===== config.mk =====
export PLATFORM = sky130hd
export DESIGN_NAME = msk_gf2n_mul_hpc1_pipe
export DESIGN_NICKNAME = d
export VERILOG_FILES = /design/src/rtl/msk_gf_pkg.sv /design/src/rtl/msk_gf2n_dom_lane.sv /design/src/rtl/msk_gf2n_mul_hpc1_pipe.sv
export SDC_FILE = /design/constraint.sdc
export NUM_CORES = 1
export LEC_CHECK = 0
export CAP_MARGIN = 5
export CORE_ASPECT_RATIO = 0.7
export CORE_MARGIN = 4
export CORE_UTILIZATION = 50
export CTS_CLUSTER_DIAMETER = 100
export DETAILED_ROUTE_END_ITERATION = 10
export PLACE_DENSITY = 0.76
export SLEW_MARGIN = 10
export SYNTH_ARGS = -nofsm -noshare
export SYNTH_HDL_FRONTEND = slang
export SYNTH_HIERARCHICAL = 1
export SYNTH_SLANG_ARGS = --single-unit

===== constraint.sdc =====
create_clock -name clk -period 2.7 [get_ports clk]
set_clock_uncertainty 0.05 [all_clocks]
set_input_delay 0.54 -clock clk [delete_from_list [all_inputs] [get_ports clk]]
set_output_delay 0.54 -clock clk [all_outputs]
set_load 0.03 [all_outputs]

===== src/rtl/msk_gf_pkg.sv =====
// Shared constants and index helpers for the masked GF(2^W) multiplier family.
package msk_gf_pkg;

    localparam logic [2:0] GF4_POLY   = 3'h7;
    localparam logic [4:0] GF16_POLY  = 5'h13;
    localparam logic [8:0] GF256_POLY = 9'h11B;

    function automatic int unsigned ref_rnd(input int unsigned d);
        return (d * (d - 1)) / 2;
    endfunction

    function automatic int unsigned dom_rnd(input int unsigned d);
        return (d * (d - 1)) / 2;
    endfunction

    // Position of share pair (j,k), j<k, in the packed upper triangle.
    function automatic int unsigned pair_idx(input int unsigned j, input int unsigned k,
                                             input int unsigned d);
        return j * d - (j * (j + 1)) / 2 + (k - j - 1);
    endfunction

    function automatic int unsigned share_bit(input int unsigned l, input int unsigned i,
                                              input int unsigned j, input int unsigned w,
                                              input int unsigned d);
        return (l * w + i) * d + j;
    endfunction

endpackage


===== src/rtl/msk_gf2n_dom_lane.sv =====
// One masked lane: pairwise refresh of b into stage 1, DOM product terms into
// stage 2, per-share XOR compression of the registered terms on the output.
module msk_gf2n_dom_lane
    import msk_gf_pkg::*;
#(
    parameter int unsigned D    = 2,
    parameter int unsigned W    = 4,
    parameter logic [W:0]  POLY = GF16_POLY
) (
    input  logic                         clk,
    input  logic                         rst_n,
    input  logic                         en_s1,
    input  logic                         en_s2,
    input  logic [W*D-1:0]               a_i,
    input  logic [W*D-1:0]               b_i,
    input  logic [W*ref_rnd(D)-1:0]      rnd_ref_i,
    input  logic [W*dom_rnd(D)-1:0]      rnd_mul_i,
    output logic [W*D-1:0]               c_o
);

    localparam int unsigned RR = ref_rnd(D);
    localparam int unsigned RM = dom_rnd(D);

    logic [D-1:0][W-1:0]         a_sh;
    logic [D-1:0][W-1:0]         b_ref_d;
    logic [D-1:0][W-1:0]         a_s1_q;
    logic [D-1:0][W-1:0]         b_s1_q;
    logic [D-1:0][D-1:0][W-1:0]  dom_d;
    logic [D-1:0][D-1:0][W-1:0]  dom_q;
    logic [D-1:0][W-1:0]         c_sh;

    // Shift-and-reduce multiply; reduction is linear so it is applied share-wise.
    function automatic logic [W-1:0] gf_mul(input logic [W-1:0] x, input logic [W-1:0] y);
        logic [W-1:0] acc;
        logic [W-1:0] t;
        acc = '0;
        t   = x;
        for (int unsigned i = 0; i < W; i++) begin
            if (y[i]) acc = acc ^ t;
            t = {t[W-2:0], 1'b0} ^ (t[W-1] ? POLY[W-1:0] : '0);
        end
        return acc;
    endfunction

    always_comb begin
        a_sh    = '0;
        b_ref_d = '0;
        for (int unsigned j = 0; j < D; j++) begin
            for (int unsigned i = 0; i < W; i++) begin
                a_sh[j][i]    = a_i[share_bit(0, i, j, W, D)];
                b_ref_d[j][i] = b_i[share_bit(0, i, j, W, D)];
            end
        end
        for (int unsigned j = 0; j < D; j++) begin
            for (int unsigned k = j + 1; k < D; k++) begin
                for (int unsigned i = 0; i < W; i++) begin
                    b_ref_d[j][i] = b_ref_d[j][i] ^ rnd_ref_i[i*RR + pair_idx(j, k, D)];
                    b_ref_d[k][i] = b_ref_d[k][i] ^ rnd_ref_i[i*RR + pair_idx(j, k, D)];
                end
            end
        end
    end

    // Cross terms (j,k) and (k,j) share one random so the mask cancels on unmasking.
    always_comb begin
        dom_d = '0;
        for (int unsigned j = 0; j < D; j++) begin
            for (int unsigned k = 0; k < D; k++) begin
                dom_d[j][k] = gf_mul(a_s1_q[j], b_s1_q[k]);
                if (j != k) begin
                    for (int unsigned i = 0; i < W; i++) begin
                        dom_d[j][k][i] = dom_d[j][k][i] ^
                            rnd_mul_i[i*RM + ((j < k) ? pair_idx(j, k, D) : pair_idx(k, j, D))];
                    end
                end
            end
        end
    end

    always_ff @(posedge clk or negedge rst_n) begin
        if (!rst_n) begin
            a_s1_q <= '0;
            b_s1_q <= '0;
            dom_q  <= '0;
        end else begin
            if (en_s1) begin
                a_s1_q <= a_sh;
                b_s1_q <= b_ref_d;
            end
            if (en_s2) begin
                dom_q <= dom_d;
            end
        end
    end

    always_comb begin
        c_sh = '0;
        c_o  = '0;
        for (int unsigned j = 0; j < D; j++) begin
            for (int unsigned k = 0; k < D; k++) begin
                c_sh[j] = c_sh[j] ^ dom_q[j][k];
            end
        end
        for (int unsigned j = 0; j < D; j++) begin
            for (int unsigned i = 0; i < W; i++) begin
                c_o[share_bit(0, i, j, W, D)] = c_sh[j][i];
            end
        end
    end

endmodule


===== src/rtl/msk_gf2n_mul_hpc1_pipe.sv =====
// HPC1 masked GF(2^W) multiplier array (PINI at order d-1, randomness drawn
// only when a stage advances): valid/ready control plus one DOM lane per product.
module msk_gf2n_mul_hpc1_pipe
    import msk_gf_pkg::*;
#(
    parameter int unsigned d       = 2,
    parameter int unsigned W       = 4,
    parameter logic [W:0]  POLY    = GF16_POLY,
    parameter int unsigned N_LANES = 1
) (
    input  logic                              clk,
    input  logic                              rst_n,
    input  logic                              in_valid,
    output logic                              in_ready,
    input  logic [N_LANES*W*d-1:0]            in_a,
    input  logic [N_LANES*W*d-1:0]            in_b,
    input  logic [N_LANES*W*ref_rnd(d)-1:0]   rnd_ref,
    output logic                              rnd_ref_use,
    input  logic [N_LANES*W*dom_rnd(d)-1:0]   rnd_mul,
    output logic                              rnd_mul_use,
    output logic                              out_valid,
    input  logic                              out_ready,
    output logic [N_LANES*W*d-1:0]            out_c
);

    localparam int unsigned REF_RND = ref_rnd(d);
    localparam int unsigned DOM_RND = dom_rnd(d);

    logic s1_valid_q, s1_valid_d;
    logic s2_valid_q, s2_valid_d;
    logic s1_adv, s2_adv;

    // s1_adv is gated by rst_n so no randomness is reported consumed during reset.
    always_comb begin
        s2_adv     = s1_valid_q & (~s2_valid_q | out_ready);
        in_ready   = ~s1_valid_q | s2_adv;
        s1_adv     = rst_n & in_valid & in_ready;
        s1_valid_d = s1_adv | (s1_valid_q & ~s2_adv);
        s2_valid_d = s2_adv | (s2_valid_q & ~out_ready);
    end

    always_ff @(posedge clk or negedge rst_n) begin
        if (!rst_n) begin
            s1_valid_q <= 1'b0;
            s2_valid_q <= 1'b0;
        end else begin
            s1_valid_q <= s1_valid_d;
            s2_valid_q <= s2_valid_d;
        end
    end

    assign rnd_ref_use = s1_adv;
    assign rnd_mul_use = s2_adv;
    assign out_valid   = s2_valid_q;

    for (genvar l = 0; l < N_LANES; l++) begin : g_lane
        msk_gf2n_dom_lane #(
            .D    (d),
            .W    (W),
            .POLY (POLY)
        ) u_lane (
            .clk       (clk),
            .rst_n     (rst_n),
            .en_s1     (s1_adv),
            .en_s2     (s2_adv),
            .a_i       (in_a[l*W*d +: W*d]),
            .b_i       (in_b[l*W*d +: W*d]),
            .rnd_ref_i (rnd_ref[l*W*REF_RND +: W*REF_RND]),
            .rnd_mul_i (rnd_mul[l*W*DOM_RND +: W*DOM_RND]),
            .c_o       (out_c[l*W*d +: W*d])
        );
    end

endmodule


Yosys cells after proc, flatten, opt, wreduce, memory -nomap -nowiden:

Index checks and enable logic that the tools add are counted.

* add/subtract/negate cells: 0
* multiply operators: 0
* div/mod/pow operators: 0
* order comparisons: 0
* equality and inequality tests: 0
* shift-type cells: 0
* muxes and demuxes: 22
* bitwise logic cells: 49
* reductions and logical operators: 0

Operators with widths (count)
* 4-bit bitwise XOR: 20
* 4-bit two-way mux: 16
* 1-bit bitwise XOR: 16
* 2-bit two-way mux: 6
* 1-bit bitwise AND: 5
* 1-bit NOT: 4
* 1-bit bitwise OR: 4

* flip-flop bits (word level): 34
* bits in latches: 0
* memory bits (writable): 0
* bits in read-only memories: 0
* output and inout bits: 12
* memories: 0

Depth between registers and ports, before layout:

* word-level depth: 9
* depth in mapped cells: 7
* mapped depth without buffers: 5

Cells and area by module:

The synthesis kept the hierarchy.

By module, submodules not included
* msk_gf2n_dom_lane: instances 1, cells each 261, area each 2331.0 um2
* msk_gf2n_mul_hpc1_pipe: instances 1, cells each 9, area each 110.1 um2

Worst setup path after synthesis:

OpenSTA, ideal clock, no wires.

* path kind: register -> register
* start: reg s2_valid_q (netlist: out_valid)
* end: reg g_lane[0].u_lane/dom_q[0] (netlist bit)
* setup time: 0.077 ns
* arrival: 1.738 ns
* path slack: 0.835 ns
* stages on the path, launching flop included: 7
* path buffers: 2
* period minus slack after synthesis: 1.865 ns
* cell sequence: dfrtp_1 -> nand2b_1 -> and2_1 -> clkbuf_1 -> clkbuf_1 -> nor2_1 -> a21oi_1

* word-level cells in the longest chain between the ends: 3

RTL lines
* from (decl): line msk_gf2n_mul_hpc1_pipe.sv:30 `logic s2_valid_q, s2_valid_d;`
* from (signal assigned): line msk_gf2n_mul_hpc1_pipe.sv:48 `s2_valid_q <= s2_valid_d;`
* 1-bit NOT: line msk_gf2n_mul_hpc1_pipe.sv:35 `s2_adv = s1_valid_q & (~s2_valid_q | out_ready);`
* 1-bit bitwise OR: line msk_gf2n_mul_hpc1_pipe.sv:35
* 1-bit bitwise AND: line msk_gf2n_mul_hpc1_pipe.sv:35
* via rnd_mul_use: line msk_gf2n_mul_hpc1_pipe.sv:20 `output logic rnd_mul_use,`
* to (signal assigned): line msk_gf2n_dom_lane.sv:91 `dom_q <= dom_d;`
* to (decl): line msk_gf2n_dom_lane.sv:29 `logic [D-1:0][D-1:0][W-1:0] dom_q;`

The timed path passes the listed nets, and every way through them passes these cells.
A chain may end at the register's enable or synchronous reset.

Final worst setup path:

* start: in out_ready
* end: out in_ready

* word-level cells in the longest chain between the ends: 3

RTL lines
* from (decl): line msk_gf2n_mul_hpc1_pipe.sv:22 `input logic out_ready,`
* 1-bit bitwise OR: line msk_gf2n_mul_hpc1_pipe.sv:35
* 1-bit bitwise AND: line msk_gf2n_mul_hpc1_pipe.sv:35
* 1-bit bitwise OR: line msk_gf2n_mul_hpc1_pipe.sv:36 `in_ready = ~s1_valid_q | s2_adv;`
* to (decl): line msk_gf2n_mul_hpc1_pipe.sv:14 `output logic in_ready,`

No other way between the ends.

==> results_dict.tcl <==
set metrics [dict create \
    outcome "complete, no violations" \
    cts_resized 0 \
    critPathMaxStageDelay_ns 0.67 \
    synth_cell_types 32 \
    clk_path_buf_depth 2 \
    syn2layout_area_growth_pct 19.3 \
    cp.required_ns 2.11 \
    num_vias 1834 \
    die_x_um 91.5 \
    coreArea_sq_mm 0.00453 \
    wl_per_cell_um 13.3 \
    vdd_ir_drop_max_mv 0.310 \
    route.detailed.drc 0 \
    crit_chain "clkdlybuf4s50_1 -> nand3b_4 -> clkdlybuf4s50_1" \
    drv_slew 0 \
    track_usage_pct 17.0 \
    hold_violations 0 \
    ys_seq_elements 34 \
    relSlewSlack_pct 62.0 \
    max_clock_freq_mhz 415 \
    num-nets-final 325 \
    firstDrtPassIters 4 \
    clk_pin_slew_ns 0.06 \
    rsz0062_at_grt "false" \
    antenna_cells 0 \
    cts_hold_buf 0 \
    cts_tree "built" \
    ys_seq_area_share_pct 34.9 \
    fin_hold_ws_ns 0.478 \
    drive_above_1_share_pct 11.4 \
    chipHeight_um 66.5 \
    crit_arrival_ns 1.82 \
    cts_setup_buffers 0 \
    first_global_vias 1686 \
    clkSinkCount 34 \
    n_fill_cell 401 \
    crit_type "input pin to primary output" \
    fin_crit_sh_pct 89.3 \
    total_power_uw 2760 \
    grt_pass1_wl_um 8050 \
    gr-total-overflow 0 \
    finalCriticalPeriod_ns 2.41 \
    cts_root_buf "clkbuf_8" \
    cp-start-kind "input pin" \
    final-setup-viol-count 0 \
    critPathMaxFanout 3 \
    antenna_left 0 \
    yosysWarnings 6 \
    hpwl_um 3550 \
    numCtsBuffers 5 \
    antenna_found_initial 0 \
    tightest_slew_ns 0.570 \
    timing.critical_path.mode_cell "clkdlybuf4s50_1" \
    die-area_sq_mm 0.00608 \
    maxCapViolations 0 \
    powerDensity_mw_per_mm2 949 \
    crit_path_end_kind "primary output" \
    syn_area_per_cell_sq_um 9.04 \
    clock_latency_ns 0.28 \
    placementRows 20 \
    htree_levels 2 \
    finalSetupTns_ns 0 \
    cp_slowest_cell "clkdlybuf4s50_1" \
    netlist_area_sq_mm 0.00244 \
    drt_iter0_drc 167 \
    netlist_instances 270 \
    initial_core_util_pct 53.9 \
    numPortBuffers 39 \
    grt_max_degree 35 \
    gp_congestion 0.806 \
    pin_count 40 \
    min_path_type "flop to flop" \
    vias_per_cell 5.04 \
    syn_nets 298 \
    p_leak_uw 0.00120 \
    wl_um 4840 \
]
## per-layer routing
layer	GRT usage, %	wire, um	vias up	part of all wire [%]
li1	-	-	928	-
met4	5.26	61	0	1.3
met2	25.1	2050	41	42
met1	23.7	2450	857	51
met3	5.42	280	8	5.8
met5	0	0	-	0
## metrics by stage
step | area, sq um | worst slack, ns | instances | utilization, %
final | 2910 | 0.288 | 364 | 64.3
after global routing | 2910 | 0.265 | 364 | 64.3
after CTS | 2910 | 0.279 | 364 | 64.3
after detailed placement | 2820 | 0.277 | 356 | 62.3
after global placement | 2820 | 0.302 | 356 | 62.3
after floorplan | 2440 | 0.835 | 270 | -
## sequential cells by signal, summed over array words and instances (netlist names)
register              flops
g_lane.u_lane/a_s1_q      8
g_lane.u_lane/b_s1_q      8
g_lane.u_lane/dom_q      16
out_valid                 1
s1_valid_q                1
## area by class of cell
cell class                 instances  area, sq um  share of cell area, %
sequential                        34          851                   29.2
clock buffer                       7         86.3                   2.96
multi-input combinational        212         1470                   50.6
clock inverter                     1         5.00                  0.172
timing repair buffer              42          408                   14.0
inverter                           2         7.51                  0.258
tap                               66         82.6                   2.84
## power breakdown
part | switching, uW | internal [uW] | leakage, uW
Clock | 170 | 205 | 0.0000482
Combinational | 736 | 748 | 0.000762
Sequential | 234 | 671 | 0.000388
## Yosys cell counts, drive strengths merged
cell type / instances / share of area, %
nand4bb: 1 / 0.46
xnor2: 50 / 18
mux2i: 7 / 2.9
o221a: 2 / 0.92
buf: 15 / 3.4
mux2: 15 / 7.2
nand3b: 1 / 0.82
xor2: 20 / 7.5
o221ai: 3 / 1.1
nand2: 51 / 7.8
a221oi: 1 / 0.61
nor2: 22 / 3.4
o21ai: 2 / 0.41
nor2b: 4 / 1.3
clkbuf: 7 / 1.1
nand2b: 4 / 1.0
inv: 2 / 0.31
o22ai: 2 / 0.51
a22oi: 3 / 1.1
a21oi: 20 / 4.1
and4bb: 1 / 0.51
and2: 1 / 0.26
dfrtp: 34 / 35
nand3: 2 / 0.41
## critical path, delay by kind of cell
family                 cells  cell delay (ns)
buffers and inverters      2             1.14
AND/OR/NAND/NOR            1             0.14
## worst paths after layout
path | startpoint | endpoint | slack (ns) | cells after the start
worst max-delay path | out_ready | in_ready | 0.29 | 3
worst min-delay path | g_lane[0].u_lane/dom_q[6] | g_lane[0].u_lane/dom_q[6] | 0.48 | 1
worst max register to register | g_lane[0].u_lane/b_s1_q[7] | g_lane[0].u_lane/dom_q[5] | 0.68 | 5
worst min register to register | g_lane[0].u_lane/dom_q[6] | g_lane[0].u_lane/dom_q[6] | 0.48 | 1
max in group asynchronous | rst_n | g_lane[0].u_lane/a_s1_q[5] | 1.62 | 2
min in group asynchronous | rst_n | g_lane[0].u_lane/dom_q[1] | 0.69 | 2
## kinds of logic (layout without fill, tap and decap cells)
group,Yosys count,after routing,share of synthesized area (%)
and+or+nand+nor,87,87,16.0
xor gates and xnor gates,70,70,25.4
DFF,34,34,34.9
AOI/OAI and AO/OA,33,33,8.76
buffers and inverters,24,52,4.82
muxes,22,22,10.1
## cell usage in the layout, fill, tap and decap left out, types with 2 or more instances in the layout
master,instances
nand2_1,51
xnor2_1,50
clkdlybuf4s50_1,37
dfrtp_1,34
nor2_1,22
a21oi_1,20
xor2_1,19
mux2_2,12
mux2i_1,7
clkbuf_8,6
buf_4,5
nand2b_1,4
nor2b_1,3
o221ai_1,3
a22oi_1,2
mux2_4,2
o221a_2,2
o22ai_1,2
nand3_1,2
o21ai_0,2
No activity file was read; power rests on OpenSTA's default activity.
